File: config.mk
export PLATFORM = sky130hd
export DESIGN_NAME = program_loader_flat
export DESIGN_NICKNAME = d
export VERILOG_FILES = /design/src/rtl/program_loader_if.sv /design/src/rtl/program_loader.sv /design/src/flat_wrapper.sv
export SDC_FILE = /design/constraint.sdc
export NUM_CORES = 1
export LEC_CHECK = 0
export BUFFER_PORTS_ARGS = -buffer_cell sky130_fd_sc_hd__buf_4
export CAP_MARGIN = 0
export CORE_MARGIN = 2
export CORE_UTILIZATION = 50
export DETAILED_ROUTE_END_ITERATION = 6
export PLACE_DENSITY = 0.73
export SLEW_MARGIN = 10
export SYNTH_ARGS = -nofsm -noshare
export SYNTH_HDL_FRONTEND = slang
export SYNTH_SLANG_ARGS = --single-unit
File: constraint.sdc
create_clock -name clk -period 5.18 [get_ports clk]
set_input_delay 0.518 -clock clk [delete_from_list [all_inputs] [get_ports clk]]
set_output_delay 0.518 -clock clk [all_outputs]
set_load 0.05 [all_outputs]
File: src/rtl/program_loader_if.sv
// Byte-stream receive handshake and memory write bus shared by the program loader
// and its environment (UART receiver on one side, instruction/data memory on the other).
interface program_loader_if #(
  parameter int ADDR_W = 16,
  parameter int DATA_W = 32
);
  logic [7:0]        rx_data;
  logic              rx_valid;
  logic              rx_ready;
  logic              mem_we;
  logic [ADDR_W-1:0] mem_addr;
  logic [DATA_W-1:0] mem_wdata;

  modport master (
    input  rx_data,
    input  rx_valid,
    output rx_ready,
    output mem_we,
    output mem_addr,
    output mem_wdata
  );

  modport slave (
    output rx_data,
    output rx_valid,
    input  rx_ready,
    input  mem_we,
    input  mem_addr,
    input  mem_wdata
  );
endinterface

File: src/rtl/program_loader.sv
// Loads a host program into ControlUnit memory from a UART byte stream
// (16-bit LE word count, then LE 32-bit words) and enables the core when done.
module program_loader #(
  parameter int ADDR_W    = 16,
  parameter int DATA_W    = 32,
  parameter int BASE_ADDR = 0,
  parameter int MAX_WORDS = 4096
) (
  input  logic                  clk,
  input  logic                  rst,
  program_loader_if.master      bus,
  output logic                  top_en,
  output logic                  busy,
  output logic                  err,
  output logic [15:0]           words_loaded
);

  localparam logic [2:0] HDR_LO = 3'd0;
  localparam logic [2:0] HDR_HI = 3'd1;
  localparam logic [2:0] CHECK  = 3'd2;
  localparam logic [2:0] DATA   = 3'd3;
  localparam logic [2:0] WRITE  = 3'd4;
  localparam logic [2:0] DONE   = 3'd5;
  localparam logic [2:0] ERROR  = 3'd6;

  localparam logic [ADDR_W-1:0] BASE  = ADDR_W'(BASE_ADDR);
  localparam logic [31:0]       MAX_N = 32'(MAX_WORDS);

  logic [2:0]        state;
  logic [2:0]        state_nxt;
  logic [15:0]       n_words;
  logic [1:0]        idx;
  logic [DATA_W-1:0] word_asm;
  logic [ADDR_W-1:0] addr;
  logic              xfer;
  logic              too_big;
  logic              last_word;

  function automatic logic [DATA_W-1:0] put_lane(
    input logic [DATA_W-1:0] word,
    input logic [1:0]        lane,
    input logic [7:0]        b
  );
    logic [DATA_W-1:0] r;
    r = word;
    r[8*lane +: 8] = b;
    return r;
  endfunction

  assign bus.rx_ready = (state == HDR_LO) || (state == HDR_HI) || (state == DATA);
  assign xfer         = bus.rx_valid && bus.rx_ready;
  assign too_big      = {16'd0, n_words} > MAX_N;
  assign last_word    = (words_loaded + 16'd1) == n_words;

  // A WRITE cycle that coincides with rst must not reach memory.
  assign bus.mem_we    = (state == WRITE) && !rst;
  assign bus.mem_addr  = addr;
  assign bus.mem_wdata = word_asm;

  always_comb begin
    state_nxt = state;
    case (state)
      HDR_LO: if (xfer) state_nxt = HDR_HI;
      HDR_HI: if (xfer) state_nxt = CHECK;
      CHECK: begin
        if (n_words == 16'd0) state_nxt = DONE;
        else if (too_big)     state_nxt = ERROR;
        else                  state_nxt = DATA;
      end
      DATA:   if (xfer && idx == 2'd3) state_nxt = WRITE;
      WRITE:  state_nxt = last_word ? DONE : DATA;
      DONE:   state_nxt = DONE;
      ERROR:  state_nxt = ERROR;
      default: state_nxt = HDR_LO;
    endcase
  end

  always_ff @(posedge clk) begin
    if (rst) begin
      state        <= HDR_LO;
      n_words      <= 16'd0;
      idx          <= 2'd0;
      word_asm     <= '0;
      addr         <= BASE;
      words_loaded <= 16'd0;
      top_en       <= 1'b0;
      busy         <= 1'b0;
      err          <= 1'b0;
    end else begin
      state <= state_nxt;
      case (state)
        HDR_LO: begin
          if (xfer) begin
            n_words[7:0] <= bus.rx_data;
            busy         <= 1'b1;
          end
        end
        HDR_HI: if (xfer) n_words[15:8] <= bus.rx_data;
        CHECK:  idx <= 2'd0;
        DATA: begin
          if (xfer) begin
            word_asm <= put_lane(word_asm, idx, bus.rx_data);
            idx      <= idx + 2'd1;
          end
        end
        WRITE: begin
          // Address wraps naturally at 2^ADDR_W; MAX_WORDS bounds the load.
          addr         <= addr + ADDR_W'(1);
          words_loaded <= words_loaded + 16'd1;
        end
        default: ;
      endcase
      if (state != DONE && state_nxt == DONE) begin
        top_en <= 1'b1;
        busy   <= 1'b0;
      end
      if (state != ERROR && state_nxt == ERROR) begin
        err  <= 1'b1;
        busy <= 1'b0;
      end
    end
  end

endmodule

File: src/flat_wrapper.sv
// flat-port wrapper written by rule: the top's interface ports become plain ports
module program_loader_flat 
#(
  parameter int ADDR_W    = 16,
  parameter int DATA_W    = 32,
  parameter int BASE_ADDR = 0,
  parameter int MAX_WORDS = 4096
)
  (clk, rst, top_en, busy, err, words_loaded, bus_rx_data, bus_rx_valid, bus_rx_ready, bus_mem_we, bus_mem_addr, bus_mem_wdata);
  program_loader_if #(.ADDR_W(ADDR_W), .DATA_W(DATA_W)) bus_i ();
  input  logic clk;
  input  logic rst;
  output logic top_en;
  output logic busy;
  output logic err;
  output logic [15:0] words_loaded;
  input wire logic [$bits(bus_i.rx_data)-1:0] bus_rx_data;
  input wire logic [$bits(bus_i.rx_valid)-1:0] bus_rx_valid;
  output wire logic [$bits(bus_i.rx_ready)-1:0] bus_rx_ready;
  output wire logic [$bits(bus_i.mem_we)-1:0] bus_mem_we;
  output wire logic [$bits(bus_i.mem_addr)-1:0] bus_mem_addr;
  output wire logic [$bits(bus_i.mem_wdata)-1:0] bus_mem_wdata;
  assign bus_i.rx_data = bus_rx_data;
  assign bus_i.rx_valid = bus_rx_valid;
  assign bus_rx_ready = bus_i.rx_ready;
  assign bus_mem_we = bus_i.mem_we;
  assign bus_mem_addr = bus_i.mem_addr;
  assign bus_mem_wdata = bus_i.mem_wdata;
  program_loader #(.ADDR_W(ADDR_W), .DATA_W(DATA_W), .BASE_ADDR(BASE_ADDR), .MAX_WORDS(MAX_WORDS)) u_core (.clk(clk), .rst(rst), .bus(bus_i), .top_en(top_en), .busy(busy), .err(err), .words_loaded(words_loaded));
endmodule
==> results.yml, run 1 <==
placed_design:
  place_ws_ns: 2.68
  routabilityCongestion: 0.884
  dpl.hpwl_mm: 7.29
  io_buffers: 79
grt:
  grt_pass1_vias: 3467
  grt.overflow.total: 0
  grt_pass1_wl_mm: 16.5
  track_usage: 0.230
  grt_max_degree: 90
  antenna_found_initial: 0
final_layout:
  area_delta_synth_final_pct: 17.8
  fillers: 758
  seq_area_um2: 1760
  diodes: 0
  layout-drive-gt1-share: 0.181
  finalNetCount: 611
  multi_input_area_um2: 2300
  mostFrequentLayoutCells: "nand2_1, dfxtp_1, buf_4"
  final_common_cell: "nand2_1"
sta:
  final_hold_viol_count: 0
  clock_skew_ns: 0.0106
  relSlewSlack: 0.388
  clock.fmax_mhz: 392
  worstMarginPinSlew_ns: 0.916
  fin_tns_setup_ns: 0
  slew_violations: 0
  period_minus_slack_ns: 2.55
  whs_ns: 0.458
  setup_slack_ns: 2.63
  min_period_over_period: 0.493
  finalSetupViolations: 0
  rsz0062_at_grt: "no"
floorplan:
  die_h_um: 96.2
  die_x_um: 96.2
  start_util: 0.517
  ioPinCount: 80
  core_um2: 8220
  die-area_um2: 9250
  rows: 33
cts:
  clkSinkCount: 88
  htreeDepth: 3
  insertion_delay_ns: 0.36
  numCtsBuffers: 9
  cts_hold_buf: 0
  cts_root_buf: "clkbuf_8"
  path_clk_slew_ns: 0.09
  postCtsSetupBuffers: 0
  ctsResizeCount: 0
  clock_path_buffers: 2
  cts_tree: "done"
status:
  run_status: "finished clean"
worst_hold_path:
  hold_path_class: "flop to flop"
  min_to: "u_core.bus.mem_wdata[13]"
  min_from: "u_core.bus.mem_wdata[13]"
  worstHoldPathCells: 2
setup_path:
  path_cells: "nand4_2 -> or4_4 -> or4_4 -> o211ai_2 -> nand4_1 -> or2_4 -> o211a_1"
  arrival_ns: 2.81
  worstRegToRegCells: 7
  cp-end-kind: "flop"
  critPathRequiredTime_ns: 5.43
  reg2reg_from: "u_core.words_loaded[5]"
  cp_common_cell: "or4_4"
  worstReg2RegEnd: "u_core.busy"
  criticalPathCategory: "flop to flop"
  cp-start-kind: "flop"
  crit_slowest_cell: "or4_4"
  reg2reg_slack_ns: 2.63
  max_stage_delay_ns: 0.57
  worst-path-max-fanout: 11
power_and_ir_drop:
  power.density_nw_per_um2: 272
  leakagePower_nw: 1.90
  peakVddDrop_mv: 0.199
synthesis:
  synth_area_um2: 4250
  syn_inst: 532
  synth.distinct_cells: 54
  yosys_warnings: 0
  async_flop_share: 0
  ys_ff_latch: 88
  seq_area_frac_synth: 0.414
  synth_nets: 550
  synth_edf_count: 0
  synth_area_per_cell_um2: 7.99
  synth_flop_cell: "dfxtp_1"
detailed_routing:
  drt_wl_total_mm: 10.5
  drt-vias-per-instance: 5.45
  first_iter_violations: 198
  drtAntennaViolNets: 0
  drc: 0
  dr.pass1.iters: 4
  vias: 3824
  post_drt_wl_per_cell_um: 14.9
job:
  maxCapViolCount: 0
[report_power, final]
group	leakage (nW)	switching (mW)	internal [mW]
Combinational	1.10	0.107	0.0599
Clock	0.0920	0.243	0.235
Sequential	0.711	0.0228	0.693
[worst max path at each step]
stage / endpoint / slack (ns) / cells past startpoint / start
6_report: u_core.busy / 2.63 / 7 / u_core.words_loaded[5]
2_1_floorplan: u_core.busy / 2.49 / 8 / u_core.words_loaded[6]
4_1_cts: u_core.busy / 2.65 / 7 / u_core.words_loaded[5]
5_1_grt: u_core.busy / 2.53 / 7 / u_core.words_loaded[5]
3_5_place_dp: u_core.busy / 2.68 / 7 / u_core.words_loaded[5]
3_3_place_gp: u_core.busy / 2.73 / 7 / u_core.words_loaded[5]
[synthesized netlist by cell type, types with 3 or more instances]
cell      instances  area, um^2
dfxtp_1          88        1760
and3_1            5        31.3
buf_6             3        33.8
xor2_1           20         175
nand2_1          98         368
a21oi_1          62         310
o21ai_0          10        50.1
xnor2_1          24         210
nor4_1            8        50.1
or2_2             3        18.8
inv_1             8        30.0
ha_1              7        87.6
nor2b_1           5        31.3
and2_1            9        56.3
buf_4             4        30.0
and4_1            3        26.3
nand4_1           6        37.5
clkbuf_1         20        75.1
nand3_1          43         215
nor2_1           48         180
nor3_1            7        35.0
mux2i_1           3        30.0
nand2b_1          6        37.5
or3_1             5        31.3
nor3b_1           4        30.0
[through the flow]
step	utilization	instance area, um^2	cells	total power, mW
finish	0.610	5010	702	1.36
global route	0.610	5010	702	1.41
CTS	0.610	5010	702	1.37
detailed placement	0.586	4810	687	0.896
global placement	0.586	4810	687	0.892
floorplan	-	4250	532	0.849
[routing by layer]
layer / GRT usage / up-vias / routed length (um)
met1: 0.298 / 1781 / 4870
met2: 0.374 / 94 / 4900
li1: - / 1930 / -
met5: 0 / - / 0
met4: 0.0905 / 0 / 192
met3: 0.0470 / 19 / 527
[critical path, delay by kind of cell, from the launching register on]
kind | cells | cell delay, ns
flops | 1 | 0.56
simple gates | 5 | 1.68
compound gates | 2 | 0.20
[cell type report]
class	instances	area share
clock buffers	11	0.0282
clock inverters	4	0.0107
inverters	8	0.00600
multi-input cells	407	0.459
flip-flops and latches	88	0.352
well taps	105	0.0262
repair buffers	79	0.118
[state kept, by name (all words and copies together) (netlist names)]
name and count:
u_core.n_words 16, u_core.bus.mem_wdata 32, u_core.idx 2, u_core.busy 1
u_core.top_en 1, u_core.err 1, u_core.state 3, u_core.words_loaded 16
u_core.bus.mem_addr 16
[kinds of logic (layout without fill, tap and decap cells)]
family,Yosys count,count (layout),share of synthesized area
and+or+nand+nor,262,262,0.298
AOI/OAI and AO/OA,90,90,0.122
DFF,88,88,0.414
xor gates and xnor gates,44,44,0.0907
buffers and inverters,37,102,0.0450
adders and majority gates,7,7,0.0206
muxes,4,4,0.00971
Power figures use the tool's default switching activity.
==> inputs of run 2 (changes only) <==
--- a/config.mk
+++ b/config.mk
@@ -10,7 +10,7 @@
 export CORE_MARGIN = 2
 export CORE_UTILIZATION = 50
 export DETAILED_ROUTE_END_ITERATION = 6
-export PLACE_DENSITY = 0.73
+export PLACE_DENSITY = 0.76
 export SLEW_MARGIN = 10
 export SYNTH_ARGS = -nofsm -noshare
 export SYNTH_HDL_FRONTEND = slang
==> constraint.sdc (replaced) <==
create_clock -name clk -period 2.1 [get_ports clk]
set_input_delay 0.21 -clock clk [delete_from_list [all_inputs] [get_ports clk]]
set_output_delay 0.21 -clock clk [all_outputs]
set_load 0.05 [all_outputs]
==> results.yml, run 2 (synthesis results as in run 1) <==
sta:
  slew_violations: 0
  min_period_over_period: 1.01
  worstMarginPinSlew_ns: 0.451
  finalSetupViolations: 1
  final_hold_viol_count: 0
  period_minus_slack_ns: 2.13
  rsz0062_at_grt: "yes"
  relSlewSlack: 0.699
  clock.fmax_mhz: 470
  setup_slack_ns: -0.0298
  clock_skew_ns: 0.00933
final_layout:
  diodes: 0
  area_delta_synth_final_pct: 25.9
  final_util: 0.651
  final_common_cell: "buf_4"
  instances_no_fill: 737
  layout-drive-gt1-share: 0.258
  mostFrequentLayoutCells: "buf_4, nand2_1, dfxtp_1"
  largest_reg_flops: 32
  finalNetCount: 645
cts:
  clock_path_buffers: 2
  cts_tree: "done"
  cts_hold_buf: 0
  insertion_delay_ns: 0.35
  numCtsBuffers: 9
  cts_root_buf: "clkbuf_8"
  htreeDepth: 3
  path_clk_slew_ns: 0.09
  clkSinkCount: 88
setup_path:
  worstRegToRegCells: 7
  reg2reg_from: "u_core.n_words[8]"
  arrival_ns: 2.38
  reg2reg_slack_ns: -0.03
  cp-end-kind: "flop"
  cp-start-kind: "flop"
  critPathRequiredTime_ns: 2.35
  worstReg2RegEnd: "u_core.busy"
  worst-path-max-fanout: 3
  criticalPathCategory: "flop to flop"
detailed_routing:
  drt-vias-per-instance: 5.43
  post_drt_wl_per_cell_um: 14.7
  drc: 0
  drtAntennaViolNets: 0
  drt_wl_total_mm: 10.8
  first_iter_violations: 243
  dr.pass1.iters: 6
  vias: 4005
placed_design:
  place_ws_ns: -0.00745
  io_buffers: 79
  dpl.hpwl_mm: 7.82
  routabilityCongestion: 0.872
  dpl.cell_count: 720
worst_hold_path:
  min_from: "bus_rx_data[3]"
  worstHoldPathCells: 3
  hold_path_class: "input port to flop"
  min_to: "u_core.n_words[11]"
floorplan:
  core_um2: 8220
  start_util: 0.517
  die-area_um2: 9250
  ioPinCount: 80
  rows: 33
  die_x_um: 96.2
  die_h_um: 96.2
status:
  run_status: "finished with violations"
  violations: "negative setup slack"
grt:
  track_usage: 0.238
  grt_pass1_vias: 3727
  antenna_found_initial: 0
  grt.overflow.total: 0
  grt_max_degree: 36
  grt_pass1_wl_mm: 17.2
power_and_ir_drop:
  leakagePower_nw: 2.10
  power.density_nw_per_um2: 619
  peakVddDrop_mv: 0.495
job:
  maxCapViolCount: 0
[run 2: changes by cell type in the layout (fill, tap and decap cells not counted), sizes merged]
cell	delta
clkinv	+3
buf	+34
bufinv	-1
clkinvlp	-1
[run 2: per-layer routing]
layer	track usage	part of all wire	vias up
met5	0	0	-
met4	0.0738	0.013	0
met3	0.0556	0.071	16
met2	0.390	0.48	139
met1	0.311	0.44	1848
li1	-	-	2002
[run 2: area by class of cell]
| class | count | area (um^2) |
|---|---|---|
| clock buffers | 11 | 151 |
| clock inverters | 5 | 38.8 |
| fillers | 692 | 2860 |
| inverters | 8 | 30.0 |
| multi-input cells | 407 | 2350 |
| flip-flops and latches | 88 | 1810 |
| well taps | 105 | 131 |
| repair buffers | 113 | 848 |
[run 2: timing repair]
item                                   in CTS  in global routing
setup endpoints to repair                   1                  5
buffers inserted                            1                  0
gates resized for setup                     6                  5
endpoints found under the hold margin       0                  0
pin swaps                                   3                  3
[run 2: worst max-delay path, stage by stage, from the launching register on]
cell	delay (ns)
dfxtp_1	0.35
nor4_2	0.32
nand3_1	0.16
a2111oi_1	0.52
or2_0	0.23
and2_1	0.17
a21oi_1	0.07
o211a_1	0.20
[run 2: metrics by stage]
step | TNS (ns) | hold WS (ns) | area [um^2] | total power, mW
3_5_place_dp | -0.00745 | 0.447 | 5110 | 2.23
6_report | -0.0298 | 0.161 | 5350 | 3.31
5_1_grt | -0.188 | 0.142 | 5350 | 3.47
3_3_place_gp | 0 | 0.440 | 5110 | 2.22
2_1_floorplan | -0.407 | 0.346 | 4300 | 2.08
4_1_cts | 0 | 0.145 | 5330 | 3.33
[run 2: how the worst max path moves through the flow]
stage | start | endpoint | cells after the start
5_1_grt | u_core.words_loaded[0] | u_core.busy | 7
2_1_floorplan | u_core.words_loaded[5] | u_core.busy | 8
3_3_place_gp | u_core.words_loaded[1] | u_core.busy | 7
3_5_place_dp | u_core.words_loaded[1] | u_core.busy | 7
6_report | u_core.n_words[8] | u_core.busy | 7
4_1_cts | u_core.words_loaded[6] | u_core.busy | 7
[run 2: report_power, final]
group	switching [mW]	internal (mW)	leakage (nW)
Clock	0.608	0.501	0.0959
Sequential	0.0494	1.70	0.721
Combinational	0.282	0.178	1.28
Total	0.939	2.37	2.10
==> inputs of run 3 (changes only) <==
--- a/config.mk
+++ b/config.mk
@@ -11,6 +11,7 @@
 export CORE_UTILIZATION = 50
 export DETAILED_ROUTE_END_ITERATION = 6
 export PLACE_DENSITY = 0.76
+export RECOVER_POWER = 25
 export SLEW_MARGIN = 10
 export SYNTH_ARGS = -nofsm -noshare
 export SYNTH_HDL_FRONTEND = slang
==> results.yml, run 3 (synthesis results as in run 1) <==
status:
  violations: "negative setup slack"
  run_status: "finished with violations"
final_layout:
  final_common_cell: "nand2_1"
  largest_reg_flops: 32
  design_area_um2: 5210
  diodes: 0
  mostFrequentLayoutCells: "nand2_1, buf_4, dfxtp_1"
  instances_no_fill: 737
  finalNetCount: 645
  layout-drive-gt1-share: 0.198
  area_delta_synth_final_pct: 22.6
setup_path:
  cp-start-kind: "flop"
  crit_slowest_cell: "or4_4"
  cpLargestDelayFamily: "simple AND/OR/NAND/NOR gates"
  arrival_ns: 2.37
  cp-end-kind: "flop"
  reg2reg_slack_ns: -0.03
  worst-path-max-fanout: 5
  path_buf_inv: 0
  worstRegToRegCells: 7
  criticalPathCategory: "flop to flop"
  cp_common_cell: "or4_4"
  max_stage_delay_ns: 0.51
  reg2reg_from: "u_core.words_loaded[0]"
  worstReg2RegEnd: "u_core.busy"
  path_cells: "nand4_4 -> or4_4 -> or4_4 -> o211ai_2 -> nand4_1 -> or2_4 -> o211a_1"
  critPathRequiredTime_ns: 2.35
power_and_ir_drop:
  p_total_mw: 3.31
  leakagePower_nw: 1.93
  peakVddDrop_mv: 0.495
  power.density_nw_per_um2: 636
grt:
  grt.busiest_layer: "met2"
  antenna_found_initial: 0
  grt_pass1_wl_mm: 17.2
  grt_pass1_vias: 3727
  grt.overflow.total: 0
  grt_max_degree: 36
  met3_usage: 0.0556
  met2_usage: 0.390
  track_usage: 0.238
  grt_use_met1: 0.311
detailed_routing:
  drc: 0
  post_drt_wl_per_cell_um: 14.6
  drt-vias-per-instance: 5.43
  dr.pass1.iters: 5
  vias: 4005
  drt_wl_total_mm: 10.8
  drtAntennaViolNets: 0
  first_iter_violations: 258
cts:
  cts_hold_buf: 0
  insertion_delay_ns: 0.35
  clkSinkCount: 88
  numCtsBuffers: 9
  htreeDepth: 3
  cts_tree: "done"
  path_clk_slew_ns: 0.09
  cts_root_buf: "clkbuf_8"
  clock_path_buffers: 2
job:
  maxCapViolCount: 0
sta:
  clock_skew_ns: 0.0123
  worstMarginPinSlew_ns: 0.645
  clock.fmax_mhz: 470
  finalSetupViolations: 1
  period_minus_slack_ns: 2.13
  final_hold_viol_count: 0
  fin_tns_setup_ns: -0.0271
  relSlewSlack: 0.572
  rsz0062_at_grt: "yes"
  min_period_over_period: 1.01
  setup_slack_ns: -0.0271
  slew_violations: 0
floorplan:
  start_util: 0.517
  ioPinCount: 80
  die_h_um: 96.2
  core_um2: 8220
  rows: 33
  die-area_um2: 9250
  die_x_um: 96.2
worst_hold_path:
  min_from: "bus_rx_data[3]"
  min_to: "u_core.n_words[11]"
  worstHoldPathCells: 3
  hold_path_class: "input port to flop"
placed_design:
  dpl.cell_count: 720
  io_buffers: 79
  routabilityCongestion: 0.872
  dpl.hpwl_mm: 7.82
  placed_cell_area_um2: 5110
[run 3: cell types whose count changed in the layout (fill, tap and decap cells not counted)]
cell      delta
clkbuf_1    +38
buf_4       -38
[run 3: metrics by stage]
step | setup WS, ns | hold WS, ns | utilization
after global routing | -0.0849 | 0.142 | 0.634
after global placement | 0.0312 | 0.440 | 0.622
after CTS | 0.000189 | 0.145 | 0.648
after detailed placement | -0.00745 | 0.447 | 0.622
after floorplan | -0.171 | 0.346 | -
final | -0.0271 | 0.163 | 0.634
[run 3: power by group]
group          total (mW)  internal (mW)  switching [mW]
clock                1.11          0.501           0.612
combinational       0.455          0.173           0.282
sequential           1.74           1.70          0.0485
total                3.31           2.37           0.942
[run 3: area by class of cell]
class / count / area [um^2]
Clock inverter: 5 / 38.8
Sequential cell: 88 / 1810
Fill cell: 745 / 3010
Tap cell: 105 / 131
Timing Repair Buffer: 113 / 706
Inverter: 8 / 30.0
Multi-Input combinational cell: 407 / 2350
Clock buffer: 11 / 151
[run 3: worst min-delay path: cells and delay by family]
| kind | cells | cell delay [ns] |
|---|---|---|
| compound gates | 1 | 0.05 |
| simple gates | 1 | 0.06 |
| buf+inv | 1 | 0.15 |
[run 3: repair_timing]
item,in CTS,in global routing
hold endpoints to repair,0,0
cloned,0,0
endpoints found under the setup margin,1,5
gates resized for setup,6,5
pin swaps,3,3
buffers inserted,1,0
[run 3: how the worst max path moves through the flow]
stage / startpoint / end / slack (ns) / cells past startpoint
finish: u_core.words_loaded[0] / u_core.busy / -0.03 / 7
floorplan: u_core.words_loaded[5] / u_core.busy / -0.17 / 8
detailed placement: u_core.words_loaded[1] / u_core.busy / -0.007 / 7
global placement: u_core.words_loaded[1] / u_core.busy / 0.03 / 7
CTS: u_core.words_loaded[6] / u_core.busy / 0.0002 / 7
global route: u_core.words_loaded[0] / u_core.busy / -0.08 / 7
[run 3: routing by layer]
| layer | routed length, um | vias to the layer above |
|---|---|---|
| met5 | 0 | - |
| met3 | 657 | 17 |
| li1 | - | 1996 |
| met4 | 147 | 0 |
| met1 | 4790 | 1870 |
| met2 | 5160 | 122 |
